<file path="config.mk">
export PLATFORM = sky130hd
export DESIGN_NAME = mem_arbiter
export DESIGN_NICKNAME = d
export VERILOG_FILES = /design/src/rtl/mem_arbiter.sv
export SDC_FILE = /design/constraint.sdc
export NUM_CORES = 1
export LEC_CHECK = 0
export ABC_AREA = 0
export CAP_MARGIN = 15
export CORE_MARGIN = 2
export CORE_UTILIZATION = 36
export CTS_CLUSTER_DIAMETER = 80
export DETAILED_ROUTE_END_ITERATION = 12
export GPL_ROUTABILITY_DRIVEN = 0
export PLACE_DENSITY = 0.79
export SLEW_MARGIN = 20
export SYNTH_ARGS = -nofsm -noshare
export SYNTH_HDL_FRONTEND = slang
export SYNTH_SLANG_ARGS = --single-unit
</file>
<file path="constraint.sdc">
create_clock -name clk -period 1.8 [get_ports clk]
set_input_delay 0.18 -clock clk [delete_from_list [all_inputs] [get_ports clk]]
set_output_delay 0.18 -clock clk [all_outputs]
set_load 0.01 [all_outputs]
</file>
<file path="src/rtl/mem_arbiter.sv">
// Arbitrates NPORT request ports onto a single word-addressed memory with fixed read latency.
// One transaction in flight; round-robin or fixed-priority grant selection.
module mem_arbiter #(
    parameter int unsigned NPORT = 2,
    parameter int unsigned AW    = 32,
    parameter int unsigned DW    = 32,
    parameter int unsigned DEPTH = 64,
    parameter int unsigned WAIT  = 1,
    parameter int unsigned PRIO  = 0
) (
    input  logic                clk,
    input  logic                reset,
    input  logic [NPORT-1:0]    req_valid,
    input  logic [NPORT-1:0]    req_we,
    input  logic [NPORT*AW-1:0] req_addr,
    input  logic [NPORT*DW-1:0] req_wdata,
    output logic [NPORT-1:0]    req_ready,
    output logic [NPORT-1:0]    rsp_valid,
    output logic                rsp_err,
    output logic [DW-1:0]       rsp_rdata,
    output logic                mem_en,
    output logic                mem_we,
    output logic [AW-1:0]       mem_addr,
    output logic [DW-1:0]       mem_wdata,
    input  logic [DW-1:0]       mem_rdata
);

    localparam int unsigned LW = (NPORT > 1) ? $clog2(NPORT) : 1;
    localparam int unsigned CW = (WAIT > 1) ? $clog2(WAIT) : 1;
    localparam int unsigned XW = AW + 32;

    typedef enum logic [1:0] {StIdle, StAccess, StWaiting, StResp} state_e;

    state_e          state_q, state_d;
    logic [LW-1:0]   last_grant_q, last_grant_d;
    logic [CW-1:0]   cnt_q, cnt_d;
    logic [LW-1:0]   port_q, port_d;
    logic            we_q, we_d;
    logic [AW-1:0]   addr_q, addr_d;
    logic [DW-1:0]   wdata_q, wdata_d;

    logic            found;
    logic [LW-1:0]   win;
    logic [AW-1:0]   word_idx;
    logic            in_range;

    // i-th candidate in search order: rotated past the last grant, or plain index order.
    function automatic logic [LW-1:0] cand(input int unsigned i, input logic [LW-1:0] last);
        int unsigned p;
        if (PRIO != 0) p = i;
        else           p = (32'(last) + 32'd1 + i) % NPORT;
        return LW'(p);
    endfunction

    always_comb begin
        found = 1'b0;
        win   = '0;
        for (int unsigned i = 0; i < NPORT; i++) begin
            if (!found && req_valid[cand(i, last_grant_q)]) begin
                found = 1'b1;
                win   = cand(i, last_grant_q);
            end
        end
    end

    assign word_idx = addr_q >> 2;
    // Widened compare so a DEPTH beyond the address range never truncates.
    assign in_range = XW'(word_idx) < XW'(DEPTH);

    always_ff @(posedge clk) begin
        if (reset) begin
            state_q      <= StIdle;
            last_grant_q <= LW'(NPORT - 1);
            cnt_q        <= '0;
            port_q       <= '0;
            we_q         <= 1'b0;
            addr_q       <= '0;
            wdata_q      <= '0;
        end else begin
            state_q      <= state_d;
            last_grant_q <= last_grant_d;
            cnt_q        <= cnt_d;
            port_q       <= port_d;
            we_q         <= we_d;
            addr_q       <= addr_d;
            wdata_q      <= wdata_d;
        end
    end

    always_comb begin
        state_d      = state_q;
        last_grant_d = last_grant_q;
        cnt_d        = cnt_q;
        port_d       = port_q;
        we_d         = we_q;
        addr_d       = addr_q;
        wdata_d      = wdata_q;
        req_ready    = '0;
        rsp_valid    = '0;
        rsp_err      = 1'b0;
        rsp_rdata    = '0;
        mem_en       = 1'b0;
        mem_we       = 1'b0;
        mem_addr     = '0;
        mem_wdata    = '0;
        // Outputs are forced low for the whole reset cycle, which also aborts any transaction.
        if (!reset) begin
            unique case (state_q)
                StIdle: begin
                    if (found) begin
                        req_ready[win] = 1'b1;
                        port_d         = win;
                        we_d           = req_we[win];
                        addr_d         = req_addr[32'(win) * AW +: AW];
                        wdata_d        = req_wdata[32'(win) * DW +: DW];
                        last_grant_d   = win;
                        state_d        = StAccess;
                    end
                end
                StAccess: begin
                    mem_en    = in_range;
                    mem_we    = in_range & we_q;
                    mem_addr  = word_idx;
                    mem_wdata = wdata_q;
                    if (WAIT > 1) begin
                        cnt_d   = CW'(WAIT - 1);
                        state_d = StWaiting;
                    end else begin
                        state_d = StResp;
                    end
                end
                StWaiting: begin
                    if (cnt_q <= CW'(1)) state_d = StResp;
                    if (cnt_q != '0)     cnt_d   = cnt_q - CW'(1);
                end
                StResp: begin
                    rsp_valid[port_q] = 1'b1;
                    rsp_err           = !in_range;
                    rsp_rdata         = (in_range && !we_q) ? mem_rdata : '0;
                    state_d           = StIdle;
                end
                default: state_d = StIdle;
            endcase
        end
    end

endmodule

</file>
[Yosys cells after proc, flatten, opt, wreduce, memory -nomap -nowiden]
Cells that the tools add are included.
Widths: inputs -> output; s select.
Word-level totals
  register bits: 70
  input port bits: 166
  logic and storage cells: 72
  output and inout bits: 103
Operators by class
  shift operators: 2
  bitwise logic cells: 1
  magnitude comparators: 8
  multiplexer cells: 36
  equal/unequal tests: 5
  reduce and logical (&&, ||, !) cells: 10
  add/sub/neg operators: 3
Operators with widths (number)
  $mux 32: 5
  $shiftx 64x7->32: 2
  $mux 30: 2
  $lt 30x7->1 const B: 1
  $mux 1: 19
  $mux 2: 7
  $lt 1x2->1 const B: 4
  $pmux 2 s4: 1
  $eq 2x2->1 const B: 2
  $logic_and 1x1->1: 4
  $ne 2x2->1 const B: 2
  $reduce_and 2->1: 2
  $logic_not 1->1: 3
  $add 1x1->1 const B: 2
  $demux 1 s1: 2
  $eq 2x1->1 const B: 1
  $ge 1x1->1 const B: 2
  $logic_not 2->1: 1
  $and 1x1->1: 1
  $le 1x1->1 const B: 1
  $sub 1x1->1 const B: 1

[Logic depth before layout (Yosys ltp)]
Gate-level depths: netlist of run 1.
  depth in word-level cells: 14
  gate-level depth with buffers: 7

[Worst setup path before layout of run 1]
OpenSTA, ideal clock, no wires.
  path type: register to output
  from: reg state_q[0]
  to: out rsp_rdata[10]
  stages on the path, launching flop included: 7
  arrival time: 1.418 ns
  required time: 1.620 ns
  buffers on the path: 2
  slack: 0.202 ns
  cell sequence: dfxtp_1 -> ha_1 -> nor2b_1 -> buf_2 -> buf_1 -> nand3b_1 -> nor3_1
Between the ends
  longest elaborated chain between the ends: 3
Ends and longest elaborated chain
  start, declared: RTL line 34  | state_e state_q, state_d;
  start signal, assigned: RTL line 72  | state_q <= StIdle;
  start signal, assigned: RTL line 80  | state_q <= state_d;
  $eq 2x2->1: RTL line 108  | unique case (state_q)
  $mux 32: RTL line 108
  $mux 32: RTL line 107  | if (!reset) begin
  end, declared: RTL line 20  | output logic [DW-1:0] rsp_rdata,
No other way between the ends.

[Worst setup path in the final report of run 1]
  from: reg addr_q[28]
  to: out rsp_rdata[13]
Between the ends
  longest elaborated chain between the ends: 5
Ends and longest elaborated chain
  start, declared: RTL line 39  | logic [AW-1:0] addr_q, addr_d;
  start signal, assigned: RTL line 85  | addr_q <= addr_d;
  $lt 30x7->1: RTL line 68  | assign in_range = XW'(word_idx) < XW'(DEPTH);
  $logic_and 1x1->1: RTL line 139  | rsp_rdata = (in_range && !we_q) ? mem_rdata : '0;
  $mux 32: RTL line 139
  $mux 32: RTL line 108
  $mux 32: RTL line 107
No other way between the ends.

==> parameters.txt, run 1 <==
Parameter                              Value

Detailed routing
  Remaining design rule violation count ... 0
  Detailed Route Iter0 Violations ... 348
  Via density per instance ... 5.46
  Detailed Route WL ... 17400 µm
  Via count ... 5060
  Post-route antenna net violation count ... 0
  Met1 WL ... 6490 µm
  Uppermost signal routing layer after detailed routing ... met4
  Met3 Routed Length ... 1400 µm
  Detailed Routing Iterations Pass 1 ... 6
  Per-cell routed wire length ... 18.8 µm
  Met2 wire length ... 8990 µm

Floorplan
  Floorplan Core Area ... 10800 µm²
  FP Rows ... 38
  Effective utilization at floorplan ... 36.8%
  Area enclosed by the die boundary ... 11900 µm²
  Overall die height ... 109 µm
  Die Width ... 109 µm
  Top Ports ... 269

Synth
  Distinct cell type count after synthesis ... 34
  Yosys warning count ... 0
  Netlist area before placement ... 3970 µm²
  Fraction of synthesized cell area taken by the top area cell type ... 33.8%
  Fraction of synthesis flops using an asynchronous set or reset pin ... 0%
  Main flop type after synthesis ... sky130_fd_sc_hd__dfxtp_1
  Sequential element share of the synthesized area ... 33.8%
  List of most frequent post-synthesis cells ... sky130_fd_sc_hd__nand2_1, sky130_fd_sc_hd__dfxtp_1, sky130_fd_sc_hd__nor2_1
  Biggest area consumer among synthesized cells ... sky130_fd_sc_hd__dfxtp_1
  Number of enable flip-flop cells after synthesis ... 0
  Number of instances in the synthesized netlist ... 486
  Post-synthesis sequential element count ... 67
  Synth Area per Inst ... 8.17 µm²
  Cells taking the most area after synthesis ... sky130_fd_sc_hd__dfxtp_1, sky130_fd_sc_hd__a311oi_1, sky130_fd_sc_hd__nand2_1
  Cell with the most instances after synthesis ... sky130_fd_sc_hd__nand2_1

Layout
  Area occupied by multi-input gates ... 2750 µm²
  Utilization after layout ... 73.5%
  Post-Layout Cell Count ... 927
  Layout filler cell count ... 762
  Area growth from synthesis to layout ... 99.7%
  FF/Latch Area ... 1350 µm²
  Count of inserted antenna diode cells ... 0
  Net total in the final layout ... 951
  Fraction of layout instances using a drive strength above 1 ... 37.2%

Placed design
  Count of buffers from port buffering ... 262
  Setup Slack @ Placement ... -294 ps
  Total instance count after detailed placement ... 876
  Hpwl dp ... 10700 µm

CTS
  CTS sink cnt ... 67
  Maximum level of the CTS H-tree ... 3
  Buffer depth of the longest clock path ... 2
  Clock latency on the worst-skew pair ... 350 ps
  TritonCTS clock tree ... done
  Clock slew at the register clock pins of the worst setup and hold paths ... 70 ps
  Post-CTS Hold Fix Bufs ... 0
  Clock root buffer ... sky130_fd_sc_hd__clkbuf_8
  Number of buffers added by the clock tree synthesis step ... 9

Setup path
  Crit path max fanout ... 4
  Kind of critical path ... flop to primary output
  Endpoint of the worst register-to-register path ... addr_q[21]
  Cell-by-cell trace of the critical path ... nor4_2 -> nand4_2 -> buf_6 -> buf_16 -> nor3_4 -> buf_2
  Setup slack of the worst register-to-register path ... 20 ps
  Crit path largest cell delay ... 330 ps
  Worst reg2reg path startpoint ... state_q[0]
  Kind of end point of the critical path ... primary output
  Depth of the worst register-to-register path ... 9
  Crit start category ... flop
  Number of stages on the worst setup path ... 6
  Data required, critical path ... 1620 ps
  Critical path data arrival time ... 1910 ps
  Critical Path Slowest Stage Cell ... sky130_fd_sc_hd__dfxtp_2
  Kind of cell with the highest combined delay on the critical path ... simple AND/OR/NAND/NOR gates
  Worst path buffer plus inverter count ... 3

Global route
  Number of global-route vias before repair ... 4875
  Maximum number of pins on one net before global-route repair ... 69
  Wire length of the first global-routing pass ... 24400 µm
  Number of antenna violations at the first check in global routing ... 0
  Remaining global-route overflow ... 0
  All-Layer GR Usage ... 26.7%

Status
  Result of the run ... finished, violations left
  Failing checks ... setup timing

Power
  Leakage power figure ... 3.36 nW
  Pwr/cell area ... 665 nW/µm²
  Worst IR Drop VDD ... 0.389 mV

STA
  Peak clock frequency supported by timing ... 0.479 GHz
  Final period util ... 116%
  Worst Setup Slack, final ... -286 ps
  Final hold violation count ... 0
  Unrepaired setup endpoints after global routing ... yes
  Aggregate negative setup slack ... -7700 ps
  Setup violations, final ... 48
  Setup skew after layout ... 7.75 ps
  Number of pins exceeding their max-slew limit in the final report ... 0
  Final critical delay including setup and external delays ... 2090 ps

Flow run
  MaxCap Viol Count ... 0

Min path
  WHS Endpoint ... state_q[1]
  Min-delay worst type ... input port to flop
  Cells on Worst Hold Path ... 3
  Source of the worst hold timing path ... reset
[logic make-up (layout without fill, tap and decap cells)]
| kind of cell | after synthesis | after routing | synth area share, % |
|---|---|---|---|
| buf+inv | 57 | 357 | 7.63 |
| fa+ha+maj | 3 | 3 | 0.946 |
| compound gates | 72 | 72 | 16.8 |
| flops | 67 | 67 | 33.8 |
| mux | 1 | 1 | 0.252 |
| other cells | 1 | 2 | 0.0945 |
| simple gates | 285 | 285 | 40.5 |
[worst max path at each step]
stage / start / end / slack [ps]
after floorplan: state_q[0] / rsp_rdata[10] / 200
after global placement: addr_q[8] / mem_en / -240
after detailed placement: addr_q[8] / rsp_rdata[8] / -290
after CTS: addr_q[28] / mem_en / -200
after global routing: addr_q[28] / rsp_rdata[13] / -400
final: addr_q[28] / rsp_rdata[13] / -290
[where the power goes]
group | switching, mW | internal [mW]
registers | 0.144 | 1.69
clock network | 0.580 | 0.651
logic | 0.950 | 1.25
[state kept, by name, indices dropped and copies added, names as in the netlist]
register	flops
wdata_q	32
addr_q	30
state_q	2
last_grant_q	1
port_q	1
we_q	1
[cell usage in the layout (no fill, tap or decap), types with 2 or more instances in the layout]
cell type,instances
sky130_fd_sc_hd__a311oi_1,33
sky130_fd_sc_hd__clkbuf_1,2
sky130_fd_sc_hd__conb_1,2
sky130_fd_sc_hd__nor3_1,2
sky130_fd_sc_hd__nor2b_4,2
sky130_fd_sc_hd__buf_8,8
sky130_fd_sc_hd__buf_16,9
sky130_fd_sc_hd__clkbuf_2,20
sky130_fd_sc_hd__nor2_1,39
sky130_fd_sc_hd__dfxtp_2,3
sky130_fd_sc_hd__nor3b_1,26
sky130_fd_sc_hd__clkbuf_8,13
sky130_fd_sc_hd__buf_4,35
sky130_fd_sc_hd__buf_12,11
sky130_fd_sc_hd__clkdlybuf4s50_1,160
sky130_fd_sc_hd__nor4_4,2
sky130_fd_sc_hd__ha_4,3
sky130_fd_sc_hd__buf_6,50
sky130_fd_sc_hd__dfxtp_1,62
sky130_fd_sc_hd__a311oi_2,4
sky130_fd_sc_hd__nor4_1,2
sky130_fd_sc_hd__nor4_2,2
sky130_fd_sc_hd__clkbuf_16,5
sky130_fd_sc_hd__nor3_2,28
sky130_fd_sc_hd__buf_2,41
sky130_fd_sc_hd__and2_4,37
sky130_fd_sc_hd__and3b_1,25
sky130_fd_sc_hd__dfxtp_4,2
sky130_fd_sc_hd__nor3_4,3
sky130_fd_sc_hd__nand3b_1,32
sky130_fd_sc_hd__a221o_1,26
sky130_fd_sc_hd__inv_4,2
sky130_fd_sc_hd__nand2_1,76
[per-layer routing]
layer	track usage [%]	vias up
met2	48.8	236
met3	6.16	43
met5	0	-
li1	-	2362
met4	11.8	0
met1	29.3	2419
[per-stage QoR]
| stage | area [µm²] | hold WS (ps) | power, mW |
|---|---|---|---|
| floorplan | 3970 | 318 | 2.62 |
| global placement | 6910 | 467 | 3.40 |
| detailed placement | 6910 | 484 | 3.46 |
| CTS | 7580 | 357 | 5.05 |
| global route | 7930 | 393 | 5.52 |
| finish | 7930 | 384 | 5.27 |
[layout make-up]
class	count	share of cell area [%]
clock inverters	1	0.0631
well taps	140	2.21
multi-input cells	363	34.7
inverters	2	0.158
clock buffers	15	2.35
flip-flops and latches	67	17.1
repair buffers	339	43.5
[worst reg2reg max path, delay by kind of cell (launching register included)]
family / cells / cell delay (ps)
adders and majority gates: 1 / 150
buffers and inverters: 5 / 640
DFF: 1 / 370
AOI/OAI and AO/OA: 2 / 440
and+or+nand+nor: 1 / 70
[what timing repair did]
action / 4_1_cts / 5_1_grt
setup buffers: 14 / 12
pin swaps: 57 / 23
cloned: 11 / 5
resized for setup: 458 / 122
endpoints found under the setup margin: 124 / 136
No activity file was read; power rests on OpenSTA's default activity.
==> run 2: changes to the inputs <==
--- a/config.mk
+++ b/config.mk
@@ -8,11 +8,11 @@
 export ABC_AREA = 0
 export CAP_MARGIN = 15
 export CORE_MARGIN = 2
-export CORE_UTILIZATION = 36
+export CORE_UTILIZATION = 39
 export CTS_CLUSTER_DIAMETER = 80
 export DETAILED_ROUTE_END_ITERATION = 12
 export GPL_ROUTABILITY_DRIVEN = 0
-export PLACE_DENSITY = 0.79
+export PLACE_DENSITY = 0.85
 export SLEW_MARGIN = 20
 export SYNTH_ARGS = -nofsm -noshare
 export SYNTH_HDL_FRONTEND = slang
==> constraint.sdc (replaced) <==
create_clock -name clk -period 2.5 [get_ports clk]
set_input_delay 0.25 -clock clk [delete_from_list [all_inputs] [get_ports clk]]
set_output_delay 0.25 -clock clk [all_outputs]
set_load 0.05 [all_outputs]
==> run 2 against run 1 <==
  * The run now ends clean
  * Clock power decreased by 26%
  * Via count decreased by 9.7%
  * Sequential power decreased by 28%
  * Highest routed layer unchanged
==> parameters.txt, run 2 (same netlist as run 1, synthesis figures left out) <==
Parameter                              Value

STA
  Setup skew after layout ... 6.82 ps (-0.928 ps)
  Worst slew pin tran ... 882 ps
  Setup violations, final ... 0 (-100%)
  Final hold violation count ... 0 (unchanged)
  Number of pins exceeding their max-slew limit in the final report ... 0 (unchanged)
  Final critical delay including setup and external delays ... 2350 ps
  Unrepaired setup endpoints after global routing ... no
  Aggregate negative setup slack ... 0 ps (+7700 ps)
  Peak clock frequency supported by timing ... 0.425 GHz
  Hold slack ... 475 ps (+90.3 ps)
  Final period util ... 94.2%
  Max transition margin ... 41.1%

Layout
  Area growth from synthesis to layout ... 88.3%
  Number of flip-flops in the largest register ... 32 (unchanged)
  Utilization after layout ... 76.1% (+2.7 points)
  Layout filler cell count ... 715 (-6.2%)
  Net total in the final layout ... 889 (-6.5%)
  Biggest regs ... wdata_q x32, addr_q x30, state_q x2
  Register with the highest flop count ... wdata_q
  Most common cell after layout, fill and taps aside ... sky130_fd_sc_hd__clkdlybuf4s50_1
  Count of inserted antenna diode cells ... 0 (unchanged)
  Fraction of layout instances using a drive strength above 1 ... 19.2% (-18 points)
  Area of all placed cells without fillers ... 7480 µm² (-5.7%)
  Highest-count cells in the layout ignoring fill and taps ... sky130_fd_sc_hd__clkdlybuf4s50_1, sky130_fd_sc_hd__nand2_1, sky130_fd_sc_hd__buf_12

Min path
  Cells on Worst Hold Path ... 3 (unchanged)
  Min-delay worst type ... input port to flop

Power
  Leakage power figure ... 2.94 nW (-13%)
  Worst IR Drop VDD ... 0.322 mV (-17%)
  Pwr/cell area ... 463 nW/µm² (-30%)
  Post-layout total power ... 3.46 mW (-34%)

CTS
  Clock latency on the worst-skew pair ... 330 ps (-20 ps)
  Clock slew at the register clock pins of the worst setup and hold paths ... 70 ps (about the same)
  Post_cts resized ... 0 (-100%)
  Postcts setup bufs ... 0 (-14)
  CTS sink cnt ... 67 (unchanged)
  Clock root buffer ... sky130_fd_sc_hd__clkbuf_8
  Post-CTS Hold Fix Bufs ... 0 (unchanged)
  Number of buffers added by the clock tree synthesis step ... 9 (unchanged)
  Buffer depth of the longest clock path ... 2 (unchanged)
  TritonCTS clock tree ... done
  Maximum level of the CTS H-tree ... 3 (unchanged)

Detailed routing
  Per-cell routed wire length ... 17.1 µm (-8.9%)
  Detailed Route Iter0 Violations ... 325 (-6.6%)
  Post-route antenna net violation count ... 0 (unchanged)
  Via count ... 4569 (-9.7%)
  Detailed Routing Iterations Pass 1 ... 4 (-2)
  Via density per instance ... 5.33 (-2.3%)
  Remaining design rule violation count ... 0 (unchanged)
  Detailed Route WL ... 14700 µm (-16%)

Setup path
  Crit path largest cell delay ... 420 ps (+90 ps)
  Crit start category ... flop
  Kind of cell with the highest combined delay on the critical path ... simple AND/OR/NAND/NOR gates
  Crit path max fanout ... 35 (+31)
  Depth of the worst register-to-register path ... 6 (-3)
  Number of stages on the worst setup path ... 5 (-1)
  Kind of end point of the critical path ... primary output
  Worst path buffer plus inverter count ... 2 (-1)
  Critical Path Slowest Stage Cell ... sky130_fd_sc_hd__nor3_1
  Kind of critical path ... flop to primary output
  Cell-by-cell trace of the critical path ... nor4_1 -> nand4_2 -> buf_4 -> nor3_1 -> buf_12
  Critical path data arrival time ... 2100 ps (+190 ps)
  Data required, critical path ... 2250 ps (+630 ps)

Global route
  Most used routing layer ... met2
  Number of antenna violations at the first check in global routing ... 0 (unchanged)
  Met2 track demand over resource in global routing ... 46.2% (-2.6 points)
  Maximum number of pins on one net before global-route repair ... 102 (+48%)
  GR Layer Usage met1 ... 30.1% (+0.78 points)
  Remaining global-route overflow ... 0 (unchanged)
  Wire length of the first global-routing pass ... 23400 µm (-4.0%)
  All-Layer GR Usage ... 26.2% (-0.51 points)
  Met3 track utilization from global routing ... 6.61% (+0.46 points)
  Number of global-route vias before repair ... 4503 (-7.6%)

Flow run
  MaxCap Viol Count ... 0 (unchanged)

Placed design
  Hpwl dp ... 11100 µm (+4.0%)
  Placement-stage cell area ... 7280 µm² (+5.4%)
  Count of buffers from port buffering ... 262 (unchanged)

Floorplan
  Effective utilization at floorplan ... 40.4% (+3.6 points)
  Top Ports ... 269 (unchanged)
  Overall die height ... 105 µm (-3.8%)
  Floorplan Core Area ... 9820 µm² (-9.0%)
  FP Rows ... 36 (-5.3%)
  Die Width ... 105 µm (-3.8%)
  Area enclosed by the die boundary ... 11000 µm² (-7.4%)

Status
  Result of the run ... finished clean
run 2: cell types whose count changed in the layout (fill, tap and decap cells not counted), sizes merged:
| cell | before | now |
|---|---|---|
| buf | 154 | 116 |
| clkbuf | 40 | 13 |
| bufinv | 0 | 1 |
| clkdlybuf4s50 | 160 | 161 |
run 2: tightest hold or removal path: stages:
cell and delay [ps]:
sky130_fd_sc_hd__buf_2 130, sky130_fd_sc_hd__buf_4 260, sky130_fd_sc_hd__nor2_1 130
run 2: path summary, 6_finish.rpt:
path              start       endpoint  slack, ps
min               reset     state_q[1]        470
max reg2reg  state_q[1]    wdata_q[25]        700
max          addr_q[26]  rsp_rdata[31]        150
min reg2reg      port_q         port_q        490
run 2: cell type report:
type / count / area (µm²) / share of cell area (%)
clock buffers: 13 / 159 / 2.13
clock inverters: 2 / 35.0 / 0.469
inverters: 2 / 7.51 / 0.100
multi-input cells: 363 / 2350 / 31.4
flip-flops and latches: 67 / 1340 / 17.9
well taps: 133 / 166 / 2.23
repair buffers: 277 / 3420 / 45.7
run 2: layer usage:
layer,vias to the layer above,share of wire (%)
met4,0,3.0
li1,2207,-
met5,-,0
met1,2139,40
met2,195,51
met3,28,6.7
run 2: through the flow:
stage,setup WS [ps],cells
after detailed placement,415,842
final,146,857
after floorplan,43.5,487
after global placement,466,842
after CTS,129,857
after global routing,14.2,857
run 2: power by group:
group          switching, mW  total [mW]  internal, mW
Combinational          0.624        1.23         0.608
Sequential             0.103        1.32          1.21
Clock                  0.404       0.914         0.510
